### src/rtl/demux4_stream_pkg.sv
`default_nettype none
// ============================================================================
//  Module   : demux4_stream_pkg
//  Purpose  : Shared constants and types for the 1-to-4 stream demultiplexer.
//             NUM_CH = number of output channels, SEL_W = select width,
//             CNT_W = width of each optional per-channel accept counter.
//  Revision : 1.0 - initial release
// ============================================================================
package demux4_stream_pkg;

  localparam int NUM_CH = 4;
  localparam int SEL_W  = 2;
  localparam int CNT_W  = 16;

  typedef logic [SEL_W-1:0] ch_sel_t;

endpackage : demux4_stream_pkg
`default_nettype wire

### src/rtl/demux4_stream_if.sv
`default_nettype none
// ============================================================================
//  Module   : demux4_stream_if
//  Purpose  : Bundles the producer-side stream and the four consumer-side
//             lanes of demux4_stream.
//  Signals  : in_valid/in_ready/in_data/in_sel  - shared input stream
//             out_valid[i]/out_ready[i]         - per-channel handshake
//             out_data[i*WIDTH +: WIDTH]        - per-channel word
//  Modports : master - producer/consumer environment
//             slave  - the demultiplexer
//  Revision : 1.0 - initial release
// ============================================================================
interface demux4_stream_if
  import demux4_stream_pkg::*;
#(
  parameter int WIDTH = 8
) ();

  logic                    in_valid;
  logic                    in_ready;
  logic [WIDTH-1:0]        in_data;
  ch_sel_t                 in_sel;
  logic [NUM_CH-1:0]       out_valid;
  logic [NUM_CH-1:0]       out_ready;
  logic [NUM_CH*WIDTH-1:0] out_data;

  modport master (
    output in_valid, in_data, in_sel, out_ready,
    input  in_ready, out_valid, out_data
  );

  modport slave (
    input  in_valid, in_data, in_sel, out_ready,
    output in_ready, out_valid, out_data
  );

endinterface : demux4_stream_if
`default_nettype wire

### src/rtl/demux4_stream_slot.sv
`default_nettype none
// ============================================================================
//  Module   : demux4_slot
//  Purpose  : One-entry valid/ready holding register for one output channel.
//  Ports    : clk, rst   - clock, asynchronous active-high reset
//             load       - write ld_data into the slot this edge
//             ld_data    - word to store
//             out_ready  - consumer ready for this channel
//             free       - slot can take a word this cycle
//             valid      - slot holds a word
//             data       - held word (keeps last value after drain)
//  Revision : 1.0 - initial release
// ============================================================================
module demux4_slot #(
  parameter int WIDTH = 8
) (
  input  wire logic             clk,
  input  wire logic             rst,
  input  wire logic             load,
  input  wire logic [WIDTH-1:0] ld_data,
  input  wire logic             out_ready,
  output logic                  free,
  output logic                  valid,
  output logic [WIDTH-1:0]      data
);

  logic             r_valid;
  logic [WIDTH-1:0] r_data;

  // Draining and refilling in the same cycle keeps one word/cycle throughput.
  assign free  = ~r_valid | out_ready;
  assign valid = r_valid;
  assign data  = r_data;

  always_ff @(posedge clk or posedge rst) begin
    if (rst) begin
      r_valid <= 1'b0;
      r_data  <= '0;
    end else if (load) begin
      r_valid <= 1'b1;
      r_data  <= ld_data;
    end else if (out_ready) begin
      // Data deliberately left untouched so the slice holds its last value.
      r_valid <= 1'b0;
    end
  end

endmodule : demux4_slot
`default_nettype wire

### src/rtl/demux4_stream.sv
`default_nettype none
// ============================================================================
//  Module   : demux4_stream
//  Purpose  : 1-to-4 registered stream demultiplexer. Each accepted word is
//             steered by in_sel into one of four independent one-entry
//             channel slots; back-pressure is isolated per channel.
//  Ports    : clk      - clock, rising edge
//             rst      - asynchronous active-high reset
//             bus      - demux4_stream_if.slave (input stream + 4 lanes)
//             acc_cnt  - per-channel accept counters, 16 bits each
//                        (present only with DEMUX4_STREAM_CNT_EN defined)
//  Options  : DEMUX4_STREAM_CNT_EN - enables the acc_cnt counters/port
//  Revision : 1.0 - initial release
// ============================================================================
module demux4_stream
  import demux4_stream_pkg::*;
#(
  parameter int WIDTH = 8
) (
  input  wire logic               clk,
  input  wire logic               rst,
`ifdef DEMUX4_STREAM_CNT_EN
  demux4_stream_if.slave          bus,
  output logic [NUM_CH*CNT_W-1:0] acc_cnt
`else
  demux4_stream_if.slave          bus
`endif
);

  logic [NUM_CH-1:0]       w_free;
  logic [NUM_CH-1:0]       w_valid;
  logic [NUM_CH-1:0]       w_load;
  logic [NUM_CH*WIDTH-1:0] w_data;
  logic                    w_in_ready;

  // Ready depends only on the targeted slot, never on in_valid, so a stalled
  // channel blocks only words addressed to it.
  assign w_in_ready    = ~rst & w_free[bus.in_sel];
  assign bus.in_ready  = w_in_ready;
  assign bus.out_valid = w_valid;
  assign bus.out_data  = w_data;

  generate
    for (genvar i = 0; i < NUM_CH; i++) begin : g_slot
      assign w_load[i] = bus.in_valid & w_in_ready & (bus.in_sel == ch_sel_t'(i));

      demux4_slot #(
        .WIDTH (WIDTH)
      ) u_slot (
        .clk       (clk),
        .rst       (rst),
        .load      (w_load[i]),
        .ld_data   (bus.in_data),
        .out_ready (bus.out_ready[i]),
        .free      (w_free[i]),
        .valid     (w_valid[i]),
        .data      (w_data[i*WIDTH +: WIDTH])
      );
    end
  endgenerate

`ifdef DEMUX4_STREAM_CNT_EN
  generate
    for (genvar i = 0; i < NUM_CH; i++) begin : g_cnt
      logic [CNT_W-1:0] r_cnt;

      // Free-running wrap from all-ones back to zero.
      always_ff @(posedge clk or posedge rst) begin
        if (rst) begin
          r_cnt <= '0;
        end else if (w_load[i]) begin
          r_cnt <= r_cnt + 1'b1;
        end
      end

      assign acc_cnt[i*CNT_W +: CNT_W] = r_cnt;
    end
  endgenerate
`endif

endmodule : demux4_stream
`default_nettype wire

### src/flat_wrapper.sv
// flat-port wrapper written by rule: the top's interface ports become plain ports
module demux4_stream_flat import demux4_stream_pkg::*;
#(
  parameter int WIDTH = 8
)
  (clk, rst, bus_in_valid, bus_in_data, bus_in_sel, bus_out_ready, bus_in_ready, bus_out_valid, bus_out_data);
  demux4_stream_if #(.WIDTH(WIDTH)) bus_i ();
  input  wire logic clk;
  input  wire logic rst;
  input wire logic [$bits(bus_i.in_valid)-1:0] bus_in_valid;
  input wire logic [$bits(bus_i.in_data)-1:0] bus_in_data;
  input wire logic [$bits(bus_i.in_sel)-1:0] bus_in_sel;
  input wire logic [$bits(bus_i.out_ready)-1:0] bus_out_ready;
  output wire logic [$bits(bus_i.in_ready)-1:0] bus_in_ready;
  output wire logic [$bits(bus_i.out_valid)-1:0] bus_out_valid;
  output wire logic [$bits(bus_i.out_data)-1:0] bus_out_data;
  assign bus_i.in_valid = bus_in_valid;
  assign bus_i.in_data = bus_in_data;
  assign bus_i.in_sel = bus_in_sel;
  assign bus_i.out_ready = bus_out_ready;
  assign bus_in_ready = bus_i.in_ready;
  assign bus_out_valid = bus_i.out_valid;
  assign bus_out_data = bus_i.out_data;
  demux4_stream #(.WIDTH(WIDTH)) u_core (.clk(clk), .rst(rst), .bus(bus_i));
endmodule
### config.mk
export PLATFORM = sky130hd
export DESIGN_NAME = demux4_stream_flat
export DESIGN_NICKNAME = d
export VERILOG_FILES = /design/src/rtl/demux4_stream_pkg.sv /design/src/rtl/demux4_stream_if.sv /design/src/rtl/demux4_stream_slot.sv /design/src/rtl/demux4_stream.sv /design/src/flat_wrapper.sv
export SDC_FILE = /design/constraint.sdc
export NUM_CORES = 1
export LEC_CHECK = 0
export CAP_MARGIN = 20
export CELL_PAD_IN_SITES_DETAIL_PLACEMENT = 1
export CELL_PAD_IN_SITES_GLOBAL_PLACEMENT = 2
export CORE_UTILIZATION = 25
export CTS_CLUSTER_DIAMETER = 40
export CTS_CLUSTER_SIZE = 14
export DETAILED_ROUTE_END_ITERATION = 8
export PLACE_DENSITY = 0.7
export SYNTH_ARGS = -nofsm -noshare
export SYNTH_HDL_FRONTEND = slang
export SYNTH_SLANG_ARGS = --single-unit
### constraint.sdc
create_clock -name clk -period 1.3 [get_ports clk]
set_clock_uncertainty 0.05 [all_clocks]
set_input_delay 0.13 -clock clk [delete_from_list [all_inputs] [get_ports clk]]
set_output_delay 0.13 -clock clk [all_outputs]
set_load 0.1 [all_outputs]
# ---- Yosys cells after proc, flatten, opt, wreduce, memory -nomap -nowiden
# Index checks and enable logic that the tools add are counted.
dict set report op_classes {
  n_eq_ne 3
  bitwise 15
  muxes 10
  order_cmp 1
  n_reduce_logical 5
}
# op n
set op_table {}
lappend op_table {{two-way mux 1 bit} 9}
lappend op_table {{nonzero test 2 bit} 4}
lappend op_table {{AND 1 bit} 6}
lappend op_table {{inverter 1 bit} 5}
lappend op_table {{equality test 2 bit (second input constant)} 2}
lappend op_table {{bitwise OR 1 bit} 4}
lappend op_table {{< comparator 2 x 3 -> 1 bit (second input constant)} 1}
lappend op_table {{binary-select mux 1 bit (select 2 bit)} 1}
lappend op_table {{equality test 2 x 1 -> 1 bit (second input constant)} 1}
lappend op_table {{zero test 2 bit} 1}
dict set report totals {
  out_inout_bits 37
  regBits 36
}

# ---- Depth between registers and ports, before layout
dict set report depth {
  ltp_word 8
  mapped_depth 4
  depth_no_buf 3
}

# ---- Hierarchy
# Synthesis repeated with hierarchy kept, for this count alone.
dict set report unflattened {
  cells_unflattened 94
  hier_area_um2 1574.0
}
# mod cells_per_inst instances seq_area_each_um2 area_each_um2
set modules_own_cells {}
lappend modules_own_cells {demux4_slot 21 4 225.2 372.9}
lappend modules_own_cells {demux4_stream 10 1 0.0 82.6}

# ---- Worst setup path before layout
# Ideal clock, no wire load.
dict set report synth_path {
  path_type {input -> output}
  from {input port rst}
  to {output port bus_in_ready}
  n_path_buf 0
  arrival_ps 1773
  path_slack_ps -653
  stages 2
  path_cell_list {inv_1 > and2_1}
}
dict set report synth_between {
  elab_chain_cells 2
}
# item line_no
set synth_lines {}
lappend synth_lines {{from (decl)} flat_wrapper.sv:9} ;# input wire logic rst;
lappend synth_lines {{inverter 1 bit} demux4_stream.sv:38} ;# assign w_in_ready = ~rst & w_free[bus.in_sel];
lappend synth_lines {{AND 1 bit} demux4_stream.sv:38}
lappend synth_lines {{to (decl)} flat_wrapper.sv:14} ;# output wire logic [$bits(bus_i.in_ready)-1:0] bus_in_ready;
# Every way passes these cells.

# ---- Worst setup path in the final report
dict set report layout_path {
  from {register u_core.g_slot[2].u_slot.r_valid}
  to {output port bus_in_ready}
}
dict set report layout_between {
  elab_chain_cells 5
}
# item line_no
set layout_lines {}
lappend layout_lines {{from (decl)} demux4_stream_slot.sv:27} ;# logic r_valid;
lappend layout_lines {{from (signal assigned)} demux4_stream_slot.sv:37} ;# r_valid <= 1'b0;
lappend layout_lines {{from (signal assigned)} demux4_stream_slot.sv:40} ;# r_valid <= 1'b1;
lappend layout_lines {{from (signal assigned)} demux4_stream_slot.sv:44} ;# r_valid <= 1'b0;
lappend layout_lines {{inverter 1 bit} demux4_stream_slot.sv:31} ;# assign free = ~r_valid | out_ready;
lappend layout_lines {{bitwise OR 1 bit} demux4_stream_slot.sv:31}
lappend layout_lines {{binary-select mux 1 bit (select 2 bit)} demux4_stream.sv:38}
lappend layout_lines {{two-way mux 1 bit (implied by the code)} demux4_stream.sv:38}
lappend layout_lines {{AND 1 bit} demux4_stream.sv:38}
# Every way passes these cells. The select of a mux whose other input is x is not followed.

==> results.cfg <==
[placement]
hpwl_um = 3070
gp_congestion = 0.783
portBuffers = 53
dp.cells = 233

[timing]
tightestPinTransition_ns = 0.468
hold_viol = 0
max_freq_ghz = 0.588
max_slew_margin = 0.688
period_share = 1.31
fin_crit_ns = 1.70
layout_setup_ws_ns = -0.400
rsz0062_at_grt = yes
maxSlewViolCount = 0
setup_viol = 25

[die]
die-area_sq_um = 6150
initial_utilization = 0.262
dieHeight_um = 78.4
dieWidth_um = 78.4
coreArea_sq_um = 5570
io-pin-count = 54
num_rows = 27

[setup_path]
critPathArrivalTime_ns = 1.52
r2r_setup_slack_ns = -0.15
required_ns = 1.12
critPathMaxFanout = 2
reg2reg_to = u_core.g_slot[2].u_slot.data[3]
r2r_cells = 5
cp-start-kind = flop
crit_type = flop to primary output
crit_path_end_kind = primary output
regToRegStartpoint = u_core.g_slot[2].u_slot.valid

[clocking]
clk_latency_ns = 0.28
clk_pin_slew_ns = 0.07
cts.htree.levels = 2
cts_tree = yes
clockRootBuffer = clkbuf_8
clk_path_buf_depth = 2
cts_sinks = 36
cts_made_buffers = 5
cts_hold_buf = 0

[run_status]
outcome = finished with violations
violations = negative setup slack

[global_routing]
grt_first_pass_wirelength_um = 6840
grt_max_degree = 37
antenna_found_initial = 0
grt.overflow.total = 0
grt_use_total = 0.150
grt_pass1_vias = 1243

[yosys]
yosysMostFrequentCell = dfrtp_1
synth_top_cell_by_area = dfrtp_1
ys_ff_latch = 36
synth_area_per_cell_sq_um = 15.5
synthFlopType = dfrtp_1
synth_nets = 111
ys_top_cells_by_count = 36 x dfrtp_1, 32 x mux2_2, 5 x nand2b_1, 4 x buf_4, 4 x nand2_1
synth_edf_count = 0
synth_top_area_frac = 0.617
yosysWarningCount = 0
syn_inst = 94
synth.distinct_cells = 17
syn-cell-area_sq_um = 1460
synthTopCellsByArea = dfrtp_1 62%, mux2_2 25%, nand2b_1 2.1%
ys_seq_area_frac = 0.617
async_reset_ff_frac = 1.00

[drt]
ant_nets = 0
drc = 0
finalWirelength_um = 4120
first_iter_violations = 26
firstDrtPassIters = 4
vias_per_cell = 4.30
wire_per_inst_um = 16.8
num_vias = 1053

[power]
totalPowerFinal_mw = 5.67
p_leak_nw = 1.25
power.density_nw_per_um2 = 2000
ir_worst_vdd_uv = 961

[cells_and_area]
fill_cells = 552
syn2layout_area_growth_pct = 94.3
drive_above_1_share = 0.751
antenna_cells = 0
final_nets = 189
fin_cells = 245

[job]
max-cap-violations = 0

[worst_hold_path]
hp-class = input pin to asynchronous set/reset pin
-- worst max-delay path by stage --
stage	slack [ns]	cells after the start	to	startpoint
floorplan	-0.02	3	u_core.g_slot[3].u_slot.data[0]	u_core.g_slot[3].u_slot.valid
global placement	-0.43	6	u_core.g_slot[2].u_slot.data[7]	rst
detailed placement	-0.45	5	u_core.g_slot[3].u_slot.data[0]	rst
CTS	-0.36	4	bus_in_ready	u_core.g_slot[2].u_slot.valid
global route	-0.43	4	bus_in_ready	u_core.g_slot[2].u_slot.valid
finish	-0.40	4	bus_in_ready	u_core.g_slot[2].u_slot.valid
-- placed cells by master (no fill, tap or decap), types with 2 or more instances in the layout --
master | synthesis | final
o21ai_0 | 2 | 2
dfrtp_2 | 0 | 24
buf_6 | 0 | 8
buf_12 | 0 | 37
clkbuf_1 | 0 | 2
nand2b_1 | 5 | 5
clkbuf_8 | 0 | 6
clkdlybuf4s50_1 | 0 | 12
nand2_1 | 4 | 4
mux2_2 | 32 | 15
dlygate4sd2_1 | 0 | 4
mux2_4 | 0 | 17
dfrtp_1 | 36 | 12
nor3b_4 | 1 | 2
buf_4 | 4 | 14
-- state kept, by name, indices dropped and copies added, names as in the netlist --
| register | count |
|---|---|
| u_core.g_slot.u_slot.data | 32 |
| u_core.g_slot.u_slot.valid | 4 |
-- per-stage QoR --
stage          setup TNS, ns  worst slack, ns  hold slack (ns)   util  instance area, sq um
2_1_floorplan         -0.170          -0.0209           0.0368      -                  1500
3_3_place_gp          -12.94           -0.435            0.487  0.466                  2590
3_5_place_dp          -13.33           -0.452            0.482  0.466                  2590
4_1_cts                -2.77           -0.365            0.283  0.508                  2830
5_1_grt                -4.59           -0.432            0.341  0.509                  2840
6_report               -2.55           -0.400            0.288  0.509                  2840
-- worst max-delay path, cell delays in order (launching register included) --
cell and delay (ns):
dfrtp_1 0.37, nand2b_1 0.10, mux4_2 0.46, and2_4 0.16
buf_12 0.16
-- metal layers --
layer,global-route usage,vias up,routed length [um]
met5,0,-,0
met4,0.0444,0,53
met3,0.0349,4,200
met2,0.275,35,2310
met1,0.173,534,1560
li1,-,480,-
-- cell type report --
class,instances,area [sq um],share of cell area
clock buffer,8,90.1,0.0318
inverter,1,7.51,0.00265
multi-input combinational,52,612,0.216
sequential,36,931,0.328
tap,72,90.1,0.0318
timing repair buffer,76,1110,0.390
-- logic make-up after synthesis --
| family | after synthesis | synth area share |
|---|---|---|
| AND/OR/NAND/NOR | 16 | 0.0823 |
| AO/OA/AOI/OAI | 3 | 0.0120 |
| multiplexers | 33 | 0.262 |
| buffers and inverters | 6 | 0.0266 |
| flip-flops | 36 | 0.617 |
-- where the power goes --
group | total [mW] | switching (mW) | internal [mW]
clock | 0.794 | 0.362 | 0.432
sequential | 1.65 | 0.267 | 1.38
combinational | 3.22 | 2.00 | 1.22
-- repair_timing --
item,in CTS,in global routing
pin swaps,3,1
cloned,0,0
endpoints found under the setup margin,33,34
gates resized for setup,33,3
setup buffers,13,1
No activity file was read; power rests on OpenSTA's default activity.
